$ cat config.mk
export PLATFORM = sky130hd
export DESIGN_NAME = axi_ads868x_seq
export DESIGN_NICKNAME = d
export VERILOG_FILES = /design/src/rtl/axi_ads868x_pkg.sv /design/src/rtl/axi_ads868x_spi_frame.sv /design/src/rtl/axi_ads868x_seq.sv
export SDC_FILE = /design/constraint.sdc
export NUM_CORES = 1
export LEC_CHECK = 0
export CORE_ASPECT_RATIO = 0.6
export CORE_MARGIN = 2
export CORE_UTILIZATION = 64
export DETAILED_ROUTE_END_ITERATION = 6
export PLACE_DENSITY = 0.92
export SETUP_SLACK_MARGIN = 0.4
export SLEW_MARGIN = 20
export SYNTH_ARGS = -nofsm -noshare
export SYNTH_HDL_FRONTEND = slang
export SYNTH_HIERARCHICAL = 1
export SYNTH_SLANG_ARGS = --single-unit
$ cat constraint.sdc
create_clock -name clk -period 7.2 [get_ports clk]
set_clock_uncertainty 0.1 [all_clocks]
set_input_delay 1.8 -clock clk [delete_from_list [all_inputs] [get_ports clk]]
set_output_delay 1.8 -clock clk [all_outputs]
set_load 0.01 [all_outputs]
$ cat src/rtl/axi_ads868x_pkg.sv
// Shared types, command constants and the mux-step search for the ADS868x sequencer.
package axi_ads868x_pkg;

  typedef enum logic [1:0] {IDLE, SETUP, SHIFT, GAP} state_t;

  localparam logic [15:0] CMD_MAN_CH = 16'hC000;
  localparam logic [15:0] CMD_NOOP   = 16'h0000;
  localparam int          FRAME_BITS = 32;
  localparam int          DATA_BITS  = 16;

  typedef struct packed {
    logic [1:0] mux;
    logic [2:0] ch;
  } sample_user_t;

  // First enabled position after cur (cur itself is tried last); 0 when none is enabled.
  function automatic logic [1:0] next_mux(input logic [1:0] cur, input logic [3:0] en);
    logic [1:0] pos;
    logic [1:0] res;
    logic       found;
    res   = 2'd0;
    found = 1'b0;
    for (int k = 1; k <= 4; k++) begin
      pos = cur + 2'(k);
      if (!found && en[pos]) begin
        res   = pos;
        found = 1'b1;
      end
    end
    return res;
  endfunction

endpackage

$ cat src/rtl/axi_ads868x_spi_frame.sv
// One 32-bit SPI frame: CS setup, 32 SCLK periods (MOSI on falling, MISO on rising edges),
// then CS release with a done pulse and the last 16 captured bits.
module axi_ads868x_spi_frame
  import axi_ads868x_pkg::*;
#(
  parameter int C_CLK_DIV = 2
) (
  input  logic                  clk,
  input  logic                  rst,
  input  logic                  i_start,
  input  logic [FRAME_BITS-1:0] i_cmd,
  input  logic                  i_miso,
  output logic                  o_cs_n,
  output logic                  o_sclk,
  output logic                  o_mosi,
  output logic                  o_sclk_start,
  output logic                  o_done,
  output logic [DATA_BITS-1:0]  o_rdata
);

  localparam logic [7:0] DIV_LAST = 8'(C_CLK_DIV - 1);

  state_t                r_phase;
  logic [7:0]            r_div;
  logic [5:0]            r_half;
  logic [FRAME_BITS-1:0] r_tx;
  logic [DATA_BITS-1:0]  r_rdata;
  logic                  r_cs_n;
  logic                  r_sclk;
  logic                  r_mosi;
  logic                  r_done;
  logic                  w_div_end;

  assign w_div_end    = (r_div == DIV_LAST);
  assign o_sclk_start = (r_phase == SETUP) && w_div_end;
  assign o_cs_n       = r_cs_n;
  assign o_sclk       = r_sclk;
  assign o_mosi       = r_mosi;
  assign o_done       = r_done;
  assign o_rdata      = r_rdata;

  always_ff @(posedge clk) begin
    if (rst) begin
      r_phase <= IDLE;
      r_div   <= 8'd0;
      r_half  <= 6'd0;
      r_tx    <= '0;
      r_rdata <= '0;
      r_cs_n  <= 1'b1;
      r_sclk  <= 1'b0;
      r_mosi  <= 1'b0;
      r_done  <= 1'b0;
    end else begin
      r_done <= 1'b0;
      case (r_phase)
        IDLE: if (i_start) begin
          r_phase <= SETUP;
          r_cs_n  <= 1'b0;
          r_div   <= 8'd0;
          r_tx    <= i_cmd;
          r_mosi  <= i_cmd[FRAME_BITS-1];
        end
        SETUP: if (w_div_end) begin
          r_div   <= 8'd0;
          r_half  <= 6'd0;
          r_sclk  <= 1'b1;
          r_phase <= SHIFT;
        end else begin
          r_div <= r_div + 8'd1;
        end
        SHIFT: if (w_div_end) begin
          r_div  <= 8'd0;
          r_half <= r_half + 6'd1;
          // Even halves are SCLK-high, odd halves SCLK-low; half 63 is the final low half.
          if (r_half == 6'd63) begin
            r_phase <= IDLE;
            r_cs_n  <= 1'b1;
            r_done  <= 1'b1;
          end else if (!r_half[0]) begin
            r_sclk <= 1'b0;
            r_tx   <= {r_tx[FRAME_BITS-2:0], 1'b0};
            r_mosi <= r_tx[FRAME_BITS-2];
          end else begin
            r_sclk <= 1'b1;
            if (r_half >= 6'd31) r_rdata <= {r_rdata[DATA_BITS-2:0], i_miso};
          end
        end else begin
          r_div <= r_div + 8'd1;
        end
        default: r_phase <= IDLE;
      endcase
    end
  end

endmodule

$ cat src/rtl/axi_ads868x_seq.sv
// ADS868x scan sequencer: C_NUM_CH+1 frames per trigger, mux stepping, single-slot AXIS output.
// Define ADS868X_TEST_PATTERN_EN to replace captured data with a per-sample counter.
module axi_ads868x_seq
  import axi_ads868x_pkg::*;
#(
  parameter int C_CLK_DIV = 2,
  parameter int C_NUM_CH  = 8,
  parameter int C_GAP     = 20
) (
  input  logic        clk,
  input  logic        rst,
  input  logic        ctrl_soft_reset,
  input  logic [3:0]  ctrl_ext_mux_en,
  input  logic        trig,
  output logic        spi_cs_n,
  output logic        spi_sclk,
  output logic        spi_mosi,
  input  logic        spi_miso,
  output logic [1:0]  ext_mux_sel,
  output logic [15:0] m_axis_tdata,
  output logic [4:0]  m_axis_tuser,
  output logic        m_axis_tvalid,
  input  logic        m_axis_tready,
  output logic        busy,
  output logic        stat_overflow,
  output logic        stat_trig_miss
);

  localparam logic [3:0]  NUM_CH_L = 4'(C_NUM_CH);
  localparam logic [15:0] GAP_LAST = 16'(C_GAP - 2);

  state_t                r_state, w_state_next;
  logic [3:0]            r_frame;
  logic [15:0]           r_gap;
  logic [1:0]            r_mux;
  logic                  r_tvalid;
  logic [15:0]           r_tdata;
  sample_user_t          r_tuser;
  logic                  r_overflow;
  logic                  r_trig_miss;
  logic                  w_rst;
  logic                  w_start;
  logic [3:0]            w_start_frame;
  logic [FRAME_BITS-1:0] w_cmd;
  logic                  w_gap_end;
  logic                  w_scan_end;
  logic                  w_sclk_start;
  logic                  w_done;
  logic                  w_load_req;
  logic [DATA_BITS-1:0]  w_rdata;

  assign w_rst          = rst | ctrl_soft_reset;
  assign w_gap_end      = (r_state == GAP) && (r_gap == GAP_LAST);
  assign w_scan_end     = w_gap_end && !(r_frame < NUM_CH_L);
  assign w_load_req     = w_done && (r_frame != 4'd0);
  assign busy           = (r_state != IDLE);
  assign ext_mux_sel    = r_mux;
  assign m_axis_tvalid  = r_tvalid;
  assign m_axis_tdata   = r_tdata;
  assign m_axis_tuser   = r_tuser;
  assign stat_overflow  = r_overflow;
  assign stat_trig_miss = r_trig_miss;

  axi_ads868x_spi_frame #(.C_CLK_DIV(C_CLK_DIV)) u_frame (
    .clk          (clk),
    .rst          (w_rst),
    .i_start      (w_start),
    .i_cmd        (w_cmd),
    .i_miso       (spi_miso),
    .o_cs_n       (spi_cs_n),
    .o_sclk       (spi_sclk),
    .o_mosi       (spi_mosi),
    .o_sclk_start (w_sclk_start),
    .o_done       (w_done),
    .o_rdata      (w_rdata)
  );

  always_ff @(posedge clk) begin
    if (w_rst) r_state <= IDLE;
    else       r_state <= w_state_next;
  end

  always_comb begin
    w_state_next  = r_state;
    w_start       = 1'b0;
    w_start_frame = r_frame;
    case (r_state)
      IDLE:  if (trig) begin
        w_state_next  = SETUP;
        w_start       = 1'b1;
        w_start_frame = 4'd0;
      end
      SETUP: if (w_sclk_start) w_state_next = SHIFT;
      SHIFT: if (w_done) w_state_next = GAP;
      GAP:   if (w_gap_end) begin
        if (r_frame < NUM_CH_L) begin
          w_state_next  = SETUP;
          w_start       = 1'b1;
          w_start_frame = r_frame + 4'd1;
        end else begin
          w_state_next = IDLE;
        end
      end
      default: w_state_next = IDLE;
    endcase
    // Frame C_NUM_CH is the trailing NO_OP that flushes out the last channel's result.
    w_cmd = {CMD_NOOP, 16'h0000};
    if (w_start_frame < NUM_CH_L)
      w_cmd = {CMD_MAN_CH | {3'b000, w_start_frame[2:0], 10'b0}, 16'h0000};
  end

`ifdef ADS868X_TEST_PATTERN_EN
  logic [15:0] r_pattern;
`endif

  always_ff @(posedge clk) begin
    if (w_rst) begin
      r_frame     <= 4'd0;
      r_gap       <= 16'd0;
      r_mux       <= 2'd0;
      r_tvalid    <= 1'b0;
      r_tdata     <= 16'd0;
      r_tuser     <= '0;
      r_overflow  <= 1'b0;
      r_trig_miss <= 1'b0;
`ifdef ADS868X_TEST_PATTERN_EN
      r_pattern   <= 16'd0;
`endif
    end else begin
      if (w_start) r_frame <= w_start_frame;
      if (r_state == SHIFT && w_done) r_gap <= 16'd0;
      else if (r_state == GAP)        r_gap <= r_gap + 16'd1;
      if (w_scan_end) r_mux <= next_mux(r_mux, ctrl_ext_mux_en);
      if (trig && r_state != IDLE) r_trig_miss <= 1'b1;
      // A full slot that is not being drained drops the new sample; a draining slot reloads.
      if (w_load_req) begin
        if (r_tvalid && !m_axis_tready) begin
          r_overflow <= 1'b1;
        end else begin
          r_tvalid    <= 1'b1;
          r_tuser.mux <= r_mux;
          r_tuser.ch  <= r_frame[2:0] - 3'd1;
`ifdef ADS868X_TEST_PATTERN_EN
          r_tdata   <= r_pattern;
          r_pattern <= r_pattern + 16'd1;
`else
          r_tdata   <= w_rdata;
`endif
        end
      end else if (m_axis_tready) begin
        r_tvalid <= 1'b0;
      end
    end
  end

endmodule
[Yosys cells after proc, flatten, opt, wreduce, memory -nomap -nowiden]
Cells that the tools add are included.
Storage, ports and cells
  register bits after elaboration: 115
  bits in latches: 0
  RAM bits: 0
  ROM bits: 0
  bits of input ports: 10
  output and inout bits: 30
  logic and storage cells: 166
  memories kept: 0
Operators by class
  add/subtract/negate cells: 8
  $mul: 0
  div/mod/pow operators: 0
  order comparisons: 7
  equal/unequal tests: 19
  shifts and indexed selects: 0
  multiplexer cells: 69
  bitwise gates (word level): 6
  reductions and logical operators: 38
Operators by type and width (count)
  31-bit 2-to-1 mux: 4
  31-bit one-hot mux with 2 select lines: 1
  1-bit 2-to-1 mux: 32
  32-bit 2-to-1 mux: 1
  2-bit 2-to-1 mux: 11
  16-bit by 1-bit adder with 16-bit output (second input constant): 1
  16-bit by 5-bit equality test with 1-bit output (second input constant): 1
  8-bit 2-to-1 mux: 2
  8-bit one-hot mux with 2 select lines: 1
  4-bit AND reduction: 4
  2-bit by 3-bit less-than comparator with 1-bit output (second input constant): 4
  4-bit 2-to-1 mux: 3
  6-bit 2-to-1 mux: 2
  2-bit by 1-bit inequality test with 1-bit output (second input constant): 6
  6-bit one-hot mux with 2 select lines: 1
  1-bit logical AND: 10
  2-bit inequality test (second input constant): 5
  2-bit AND reduction: 5
  5-bit AND reduction: 2
  2-bit nonzero test: 5
  8-bit by 1-bit adder with 8-bit output (second input constant): 1
  1-bit binary-select mux with 2-bit select: 4
  8-bit by 1-bit equality test with 1-bit output (second input constant): 1
  4-bit less-than comparator (second input constant): 2
  21 further kinds: 38

[Logic depth before layout (Yosys ltp)]
Gate-level depths: netlist of the first run.
  depth after elaboration: 20
  depth in mapped cells: 11
  depth with buffers taken out: 9

[Hierarchy]
Netlist of the first run, hierarchy kept.
Modules (own cells, without submodules)
  axi_ads868x_spi_frame: times used 1, cells an instance 378, area each 3384.5 µm², sequential area each 1341.3 µm²
  axi_ads868x_seq: times used 1, cells an instance 290, area each 2383.5 µm², sequential area each 960.9 µm²

[Worst setup path after synthesis of the first run]
Ideal clock, no wire load.
  path kind: input to register
  start: input port ctrl_soft_reset
  end: register u_frame.r_mosi (netlist: u_frame/o_mosi)
  library setup time: 60 ps
  arrival time: 3138 ps
  data required time: 7040 ps
  path slack: 3902 ps
  cell stages on the path: 7
  path buffers: 2
  cell sequence: nor2_1 inv_1 clkbuf_1 clkinv_1 clkbuf_1 o221a_2 o311a_1
On the way
  longest elaborated chain between the ends: 1
RTL lines
  start, declared: line axi_ads868x_seq.sv:12  | input logic ctrl_soft_reset,
  1-bit OR: line axi_ads868x_seq.sv:52  | assign w_rst = rst | ctrl_soft_reset;
  via w_rst: line axi_ads868x_seq.sv:41  | logic w_rst;
  end signal, assigned: line axi_ads868x_spi_frame.sv:61  | r_mosi <= i_cmd[FRAME_BITS-1];
  end signal, assigned: line axi_ads868x_spi_frame.sv:82  | r_mosi <= r_tx[FRAME_BITS-2];
  end, declared: line axi_ads868x_spi_frame.sv:30  | logic r_mosi;
The timed path passes the listed nets, and every way through them passes these cells.
A chain may end at the register's enable or synchronous reset.

[Worst setup path in the final report of the first run]
  start: register r_state[1]
  end: output port busy
On the way
  longest elaborated chain between the ends: 1
RTL lines
  start, declared: line axi_ads868x_seq.sv:32  | state_t r_state, w_state_next;
  start signal, assigned: line axi_ads868x_seq.sv:80  | else r_state <= w_state_next;
  2-bit nonzero test: line axi_ads868x_seq.sv:56  | assign busy = (r_state != IDLE);
  end, declared: line axi_ads868x_seq.sv:24  | output logic busy,
Every way passes these cells.

==> metrics.csv, run 1 <==
stage;metric;value;unit
routing;via_per_inst;6.31;
setup_path;startpoint_type;flop;
routing;dr_total_vias;5241;
yosys;ys_seq_elements;115;
yosys;synth_enable_flop_cells;0;
hold_path;hold_end;m_axis_tdata[11];
flow_run;maxCapViolCount;0;
setup_path;worst_path_most_repeated_cell;inv_1;
sta;finalSetupTns;0;ns
hold_path;worstHoldStart;m_axis_tdata[11];
sta;maxSlewHeadroom;0.484;
setup_path;rr_worst_depth;5;
routing;routedLengthMet1;6.35;mm
sta;rsz0062_at_grt;no;
yosys;synth.avg_cell_area;8.63;sq um
clocking;cts.sinks;115;
die;rows;26;
setup_path;crit_slowest_cell;clkdlybuf4s50_1;
routing;drtPass1Iterations;5;
yosys;yosysTopAreaCell;dfxtp_1;
setup_path;timing.rr.end;u_frame/o_rdata[6];
die;die_y;77.5;um
layout;drive_gt1_frac;0.118;
sta;period_share;0.515;
grt;grt.total_usage;0.293;
sta;fin_crit;3.71;ns
die;fp.dieW;127;um
setup_path;cpPeakStageDelay;0.53;ns
routing;drtIter0Drc;654;
die;ios;40;
clocking;clkTransAtPathRegs;0.05;ns
yosys;synth.area.top_cells;dfxtp_1 40%, o221a_2 6.1%, o311a_1 5.6%;
yosys;synth_top_area_frac;0.399;
routing;drc;0;
sta;worst_pin_slew;0.774;ns
yosys;netlist_area;0.00577;sq mm
clocking;cts_tree;done;
sta;setup_viol;0;
power;p_per_area;241;mW/mm^2
grt;grt_pass1_wl;23.4;mm
yosys;ys_types;64;
die;core_area;0.00862;sq mm
routing;drtAntennaViolNets;0;
setup_path;r2r_start;u_frame/r_div[0];
routing;wirelength;14.2;mm
clocking;cts_hold_buffers;0;
clocking;cts_resized;0;
clocking;clk_path_buf_depth;2;
layout;area_growth;17.6;%
run_status;status;complete, no violations;
power;ir_drop;0.000192;V
hold_path;hold_depth;2;
routing;wl_per_cell;17.1;um
setup_path;cp_data_required_time;5.30;ns
placement;place_hpwl;8.76;mm
yosys;synth_cells;668;
placement;numPortBuffers;39;
sta;fmax;0.270;GHz
routing;dr_wl_met3;1.13;mm
clocking;cts_made_buffers;17;
routing;wl_met2;6.52;mm
yosys;synth_most_common_cell;dfxtp_1;
sta;fin_hold_ws;0.354;ns
placement;gp_congestion;0.846;
setup_path;crit_path_end_kind;output pin;
hold_path;hp-class;reg2reg;
yosys;synth_commonest_cells;115 x dfxtp_1, 79 x nand2_1, 78 x nor2_1;
power;p_leak;2.47;nW
clocking;cts_root_buf;clkbuf_16;
sta;drv_slew;0;
yosys;ys.flop_type;dfxtp_1;
routing;dr.max_layer_used;met4;
grt;grt_max_degree;52;
grt;antenna_found_initial;0;
die;start_util;0.669;
grt;grt_overflow;0;
yosys;ys_async_sr_fraction;0;
grt;grt_pass1_vias;4866;
layout;diodes;0;
setup_path;crit_fanout;5;
yosys;yosysWarnings;6;
setup_path;path_class;reg2out;
clocking;postCtsSetupBuffers;0;
sta;hold_viol;0;
clocking;clkLatencyLatePin;0.41;ns
setup_path;path_cells;inv_1, ha_1, inv_1, clkdlybuf4s50_1;
die;die_area;0.00981;sq mm
clocking;htree_num_levels;4;
yosys;ys_seq_area_frac;0.399;
setup_path;arrival;1.81;ns
layout;nFillCells;538;
setup_path;reg2reg_slack;4.06;ns
layout;nets;731;
[cell type report]
type / count / area (sq um) / share of cell area
Clock inverter: 10 / 109 / 0.0160
Tap cell: 112 / 140 / 0.0207
Timing Repair Buffer: 46 / 443 / 0.0653
Clock buffer: 22 / 454 / 0.0669
Inverter: 21 / 78.8 / 0.0116
Multi-Input combinational cell: 505 / 3260 / 0.480
Sequential cell: 115 / 2300 / 0.339
[cells by family (layout without fill, tap and decap cells)]
group                      count (synthesis)  after routing  share of synthesized area
DFF                                      115            115                      0.399
adders and majority gates                 15             15                     0.0325
other                                      1             28                   0.000650
muxes                                     20             20                     0.0351
and+or+nand+nor                          269            269                      0.232
xor gates and xnor gates                  21             21                     0.0319
AOI/OAI and AO/OA                        152            152                      0.212
buffers and inverters                     75             99                     0.0564
[worst max-delay path by stage]
stage,from,to,slack (ns),cells after the start
floorplan,ctrl_soft_reset,u_frame/o_mosi,3.90,7
global placement,trig,u_frame/r_phase[0],2.92,6
detailed placement,trig,u_frame/r_tx[24],2.91,6
CTS,trig,u_frame/r_tx[24],3.31,6
global route,r_state[1],busy,3.41,4
finish,r_state[1],busy,3.49,4
[power by group]
part / switching (mW) / internal [mW]
Combinational: 0.0976 / 0.0569
Sequential: 0.0154 / 0.654
Clock: 0.293 / 0.515
Total: 0.406 / 1.23
[cell usage in the layout, fill, tap and decap left out, types with 7 or more instances in the layout]
cell | netlist | final
o311a_1 | 32 | 32
nand4_1 | 10 | 10
buf_4 | 5 | 7
nand2_1 | 79 | 78
o221a_2 | 31 | 31
inv_1 | 20 | 20
ha_1 | 15 | 15
xor2_1 | 16 | 16
o21ai_0 | 14 | 14
conb_1 | 1 | 28
a211oi_1 | 7 | 7
clkdlybuf4s50_1 | 0 | 39
a21oi_1 | 38 | 37
clkbuf_16 | 0 | 17
nand3_1 | 39 | 39
dfxtp_1 | 115 | 115
nor2_1 | 78 | 78
mux2i_1 | 18 | 18
[through the flow]
step / utilization / cells / cell area, sq um / setup slack, ns / power (mW)
global route: 0.787 / 831 / 6780 / 3.41 / 1.68
floorplan: - / 695 / 5870 / 3.90 / 0.791
detailed placement: 0.721 / 799 / 6220 / 2.91 / 0.830
global placement: 0.721 / 799 / 6210 / 2.92 / 0.821
finish: 0.787 / 831 / 6780 / 3.49 / 1.63
CTS: 0.787 / 831 / 6780 / 3.31 / 1.63
[routing by layer]
layer,vias up,track usage
met5,-,0
li1,2468,-
met2,243,0.458
met3,33,0.0690
met1,2497,0.403
met4,0,0.0912
[flip-flops by register name, indices dropped and copies added, names as in the netlist, 4 cells and up]
signal / count
m_axis_tdata: 16
u_frame/o_rdata: 16
r_frame: 4
m_axis_tuser: 5
u_frame/r_div: 8
r_gap: 16
u_frame/r_half: 6
u_frame/r_tx: 31
[worst max-delay path: cells and delay by family, from the launching register on]
family / cells / cell delay, ns
flops: 1 / 0.41
fa+ha+maj: 1 / 0.26
buf+inv: 3 / 0.73
No activity file was read; power rests on OpenSTA's default activity.
==> run 2: changes to the inputs <==
CORE_UTILIZATION = 54   (was 64)
PLACE_DENSITY = 0.83   (was 0.92)
clock period = 3.3 ns   (was 7.2 ns; I/O delays follow)
==> run 2 against run 1 <==
Compared with the run above:
- sequential power is 120% higher
- non-clock buffer count up 7
- sequential cell count is the same
- combinational power increased by 120%
- first-iteration DRC count is 38% lower
- cell area up 2.1%
- worst hold slack worse by 0.0011 ns
- critical path depth did not move
- clock power is 130% higher
- total power rose by 120%
==> metrics.csv, run 2 (synthesized netlist as in run 1, its figures left out) <==
stage;metric;value;unit
placement;place_inst;833;
setup_path;startpoint;r_state[1];
placement;pre_cts_ws;0.450;ns
layout;area_growth;20.1;%
setup_path;crit_path_end_kind;output pin;
setup_path;endpoint;busy;
grt;grt_overflow;0;
clocking;cts_tree;done;
grt;grt_pass1_vias;4819;
layout;regMostFlops;u_frame/r_tx;
die;fp.dieW;137;um
layout;nets;738;
clocking;cts_root_buf;clkbuf_16;
clocking;clkTransAtPathRegs;0.06;ns
power;p_int;2.69;mW
clocking;htree_num_levels;4;
setup_path;path_class;reg2out;
routing;via_per_inst;5.82;
clocking;clkLatencyLatePin;0.42;ns
sta;worst_pin_slew;0.603;ns
power;power_switching;0.957;mW
layout;drive_gt1_frac;0.128;
die;start_util;0.550;
die;die_area;0.0116;sq mm
sta;maxSlewHeadroom;0.597;
layout;mostFrequentLayoutCell;dfxtp_1;
grt;grt.total_usage;0.254;
die;die_y;84.1;um
placement;gp_congestion;0.815;
power;switching_share;0.262;
placement;place_hpwl;8.67;mm
sta;hold_viol;0;
power;pwr-share-clk;0.507;
clocking;cts_made_buffers;17;
power;p_leak;2.52;nW
layout;nFillCells;818;
power;ir_drop;0.000424;V
run_status;status;complete, no violations;
placement;numPortBuffers;39;
layout;largest_register_ffs;31;
routing;drtPass1Iterations;7;
routing;wirelength;13.7;mm
sta;finalSetupTns;0;ns
clocking;clk_path_buf_depth;2;
die;rows;29;
grt;grt_max_degree;52;
flow_run;maxCapViolCount;0;
sta;setup_slack;0.606;ns
hold_path;hp-class;reg2reg;
sta;fmax;0.371;GHz
setup_path;reg2reg_slack;0.62;ns
clocking;postCtsSetupBuffers;0;
setup_path;cp_data_required_time;2.37;ns
setup_path;crit_fanout;5;
sta;fin_crit;2.69;ns
die;core_area;0.0105;sq mm
layout;finalNonFillerCells;865;
power;pwr-share-comb;0.094;
layout;fin_util;0.661;
setup_path;startpoint_type;flop;
clocking;cts.sinks;115;
setup_path;r2r_start;r_frame[3];
setup_path;rr_worst_depth;7;
layout;diodes;0;
routing;dr_total_vias;5036;
grt;grt_pass1_wl;23.1;mm
sta;setup_viol;0;
layout;layout_common_cells;115 x dfxtp_1, 79 x nand2_1, 78 x nor2_1, 39 x nand3_1, 39 x clkdlybuf4s50_1;
routing;drtIter0Drc;406;
routing;drc;0;
setup_path;timing.rr.end;u_frame/r_phase[0];
sta;rsz0062_at_grt;no;
routing;wl_per_cell;15.9;um
power;p_per_area;527;mW/mm^2
sta;period_share;0.816;
setup_path;arrival;1.77;ns
die;ios;40;
grt;antenna_found_initial;0;
sta;drv_slew;0;
power;power_frac_seq;0.400;
routing;drtAntennaViolNets;0;
==> run 2: cell types whose count changed in the layout (fill, tap and decap cells not counted), sizes merged <==
| cell | delta |
|---|---|
| inv | +7 |
| buf | +7 |
| clkinv | -2 |
| clkbuf | -5 |
==> run 2: how the worst min path moves through the flow <==
stage / start / end / cells after the start
2_1_floorplan: u_frame/o_rdata[15] / m_axis_tdata[15] / 2
3_3_place_gp: m_axis_tdata[7] / m_axis_tdata[7] / 2
3_5_place_dp: u_frame/o_rdata[15] / m_axis_tdata[15] / 2
4_1_cts: u_frame/o_rdata[15] / m_axis_tdata[15] / 2
5_1_grt: u_frame/o_rdata[15] / m_axis_tdata[15] / 2
6_report: u_frame/o_rdata[15] / m_axis_tdata[15] / 2
==> run 2: worst max-delay path, cell delays in order (launching register included) <==
cell and delay [ns]:
dfxtp_1 0.39, inv_1 0.10, ha_1 0.25, inv_1 0.09, clkdlybuf4s50_1 0.53
==> run 2: layer usage <==
metal,wire length [um],share of wire,track usage,up-vias
met4,119,0.0087,0.0750,0
met3,770,0.056,0.0662,10
met5,0,0,0,-
met2,6350,0.46,0.400,126
met1,6480,0.47,0.343,2406
li1,-,-,-,2494
==> run 2: cell type report <==
class                           instances  area (sq um)  area share
Clock buffer                           17           425      0.0614
Tap cell                              139           174      0.0251
Inverter                               21          78.8      0.0114
Clock inverter                         15           170      0.0246
Sequential cell                       115          2300       0.332
Multi-Input combinational cell        505          3260       0.470
Timing Repair Buffer                   53           520      0.0751
==> run 2: what timing repair did <==
item / in CTS / in global routing
hold buffers: 0 / 0
setup endpoints to repair: 0 / 1
resized for setup: 0 / 1
==> run 2: power by group through the flow <==
stage / sequential [mW] / clock (mW) / combinational [mW]
global placement: 1.49 / 0 / 0.321
finish: 1.46 / 1.85 / 0.342
detailed placement: 1.49 / 0 / 0.335
floorplan: 1.48 / 0 / 0.246
CTS: 1.46 / 1.88 / 0.338
global route: 1.46 / 1.95 / 0.380
==> run 2: stage by stage <==
stage,total power [mW],hold slack (ns),area [sq um]
after detailed placement,1.82,0.347,6330
after CTS,3.67,0.356,6920
after global placement,1.81,0.343,6330
final,3.65,0.353,6930
after floorplan,1.73,0.328,5870
after global routing,3.79,0.378,6930
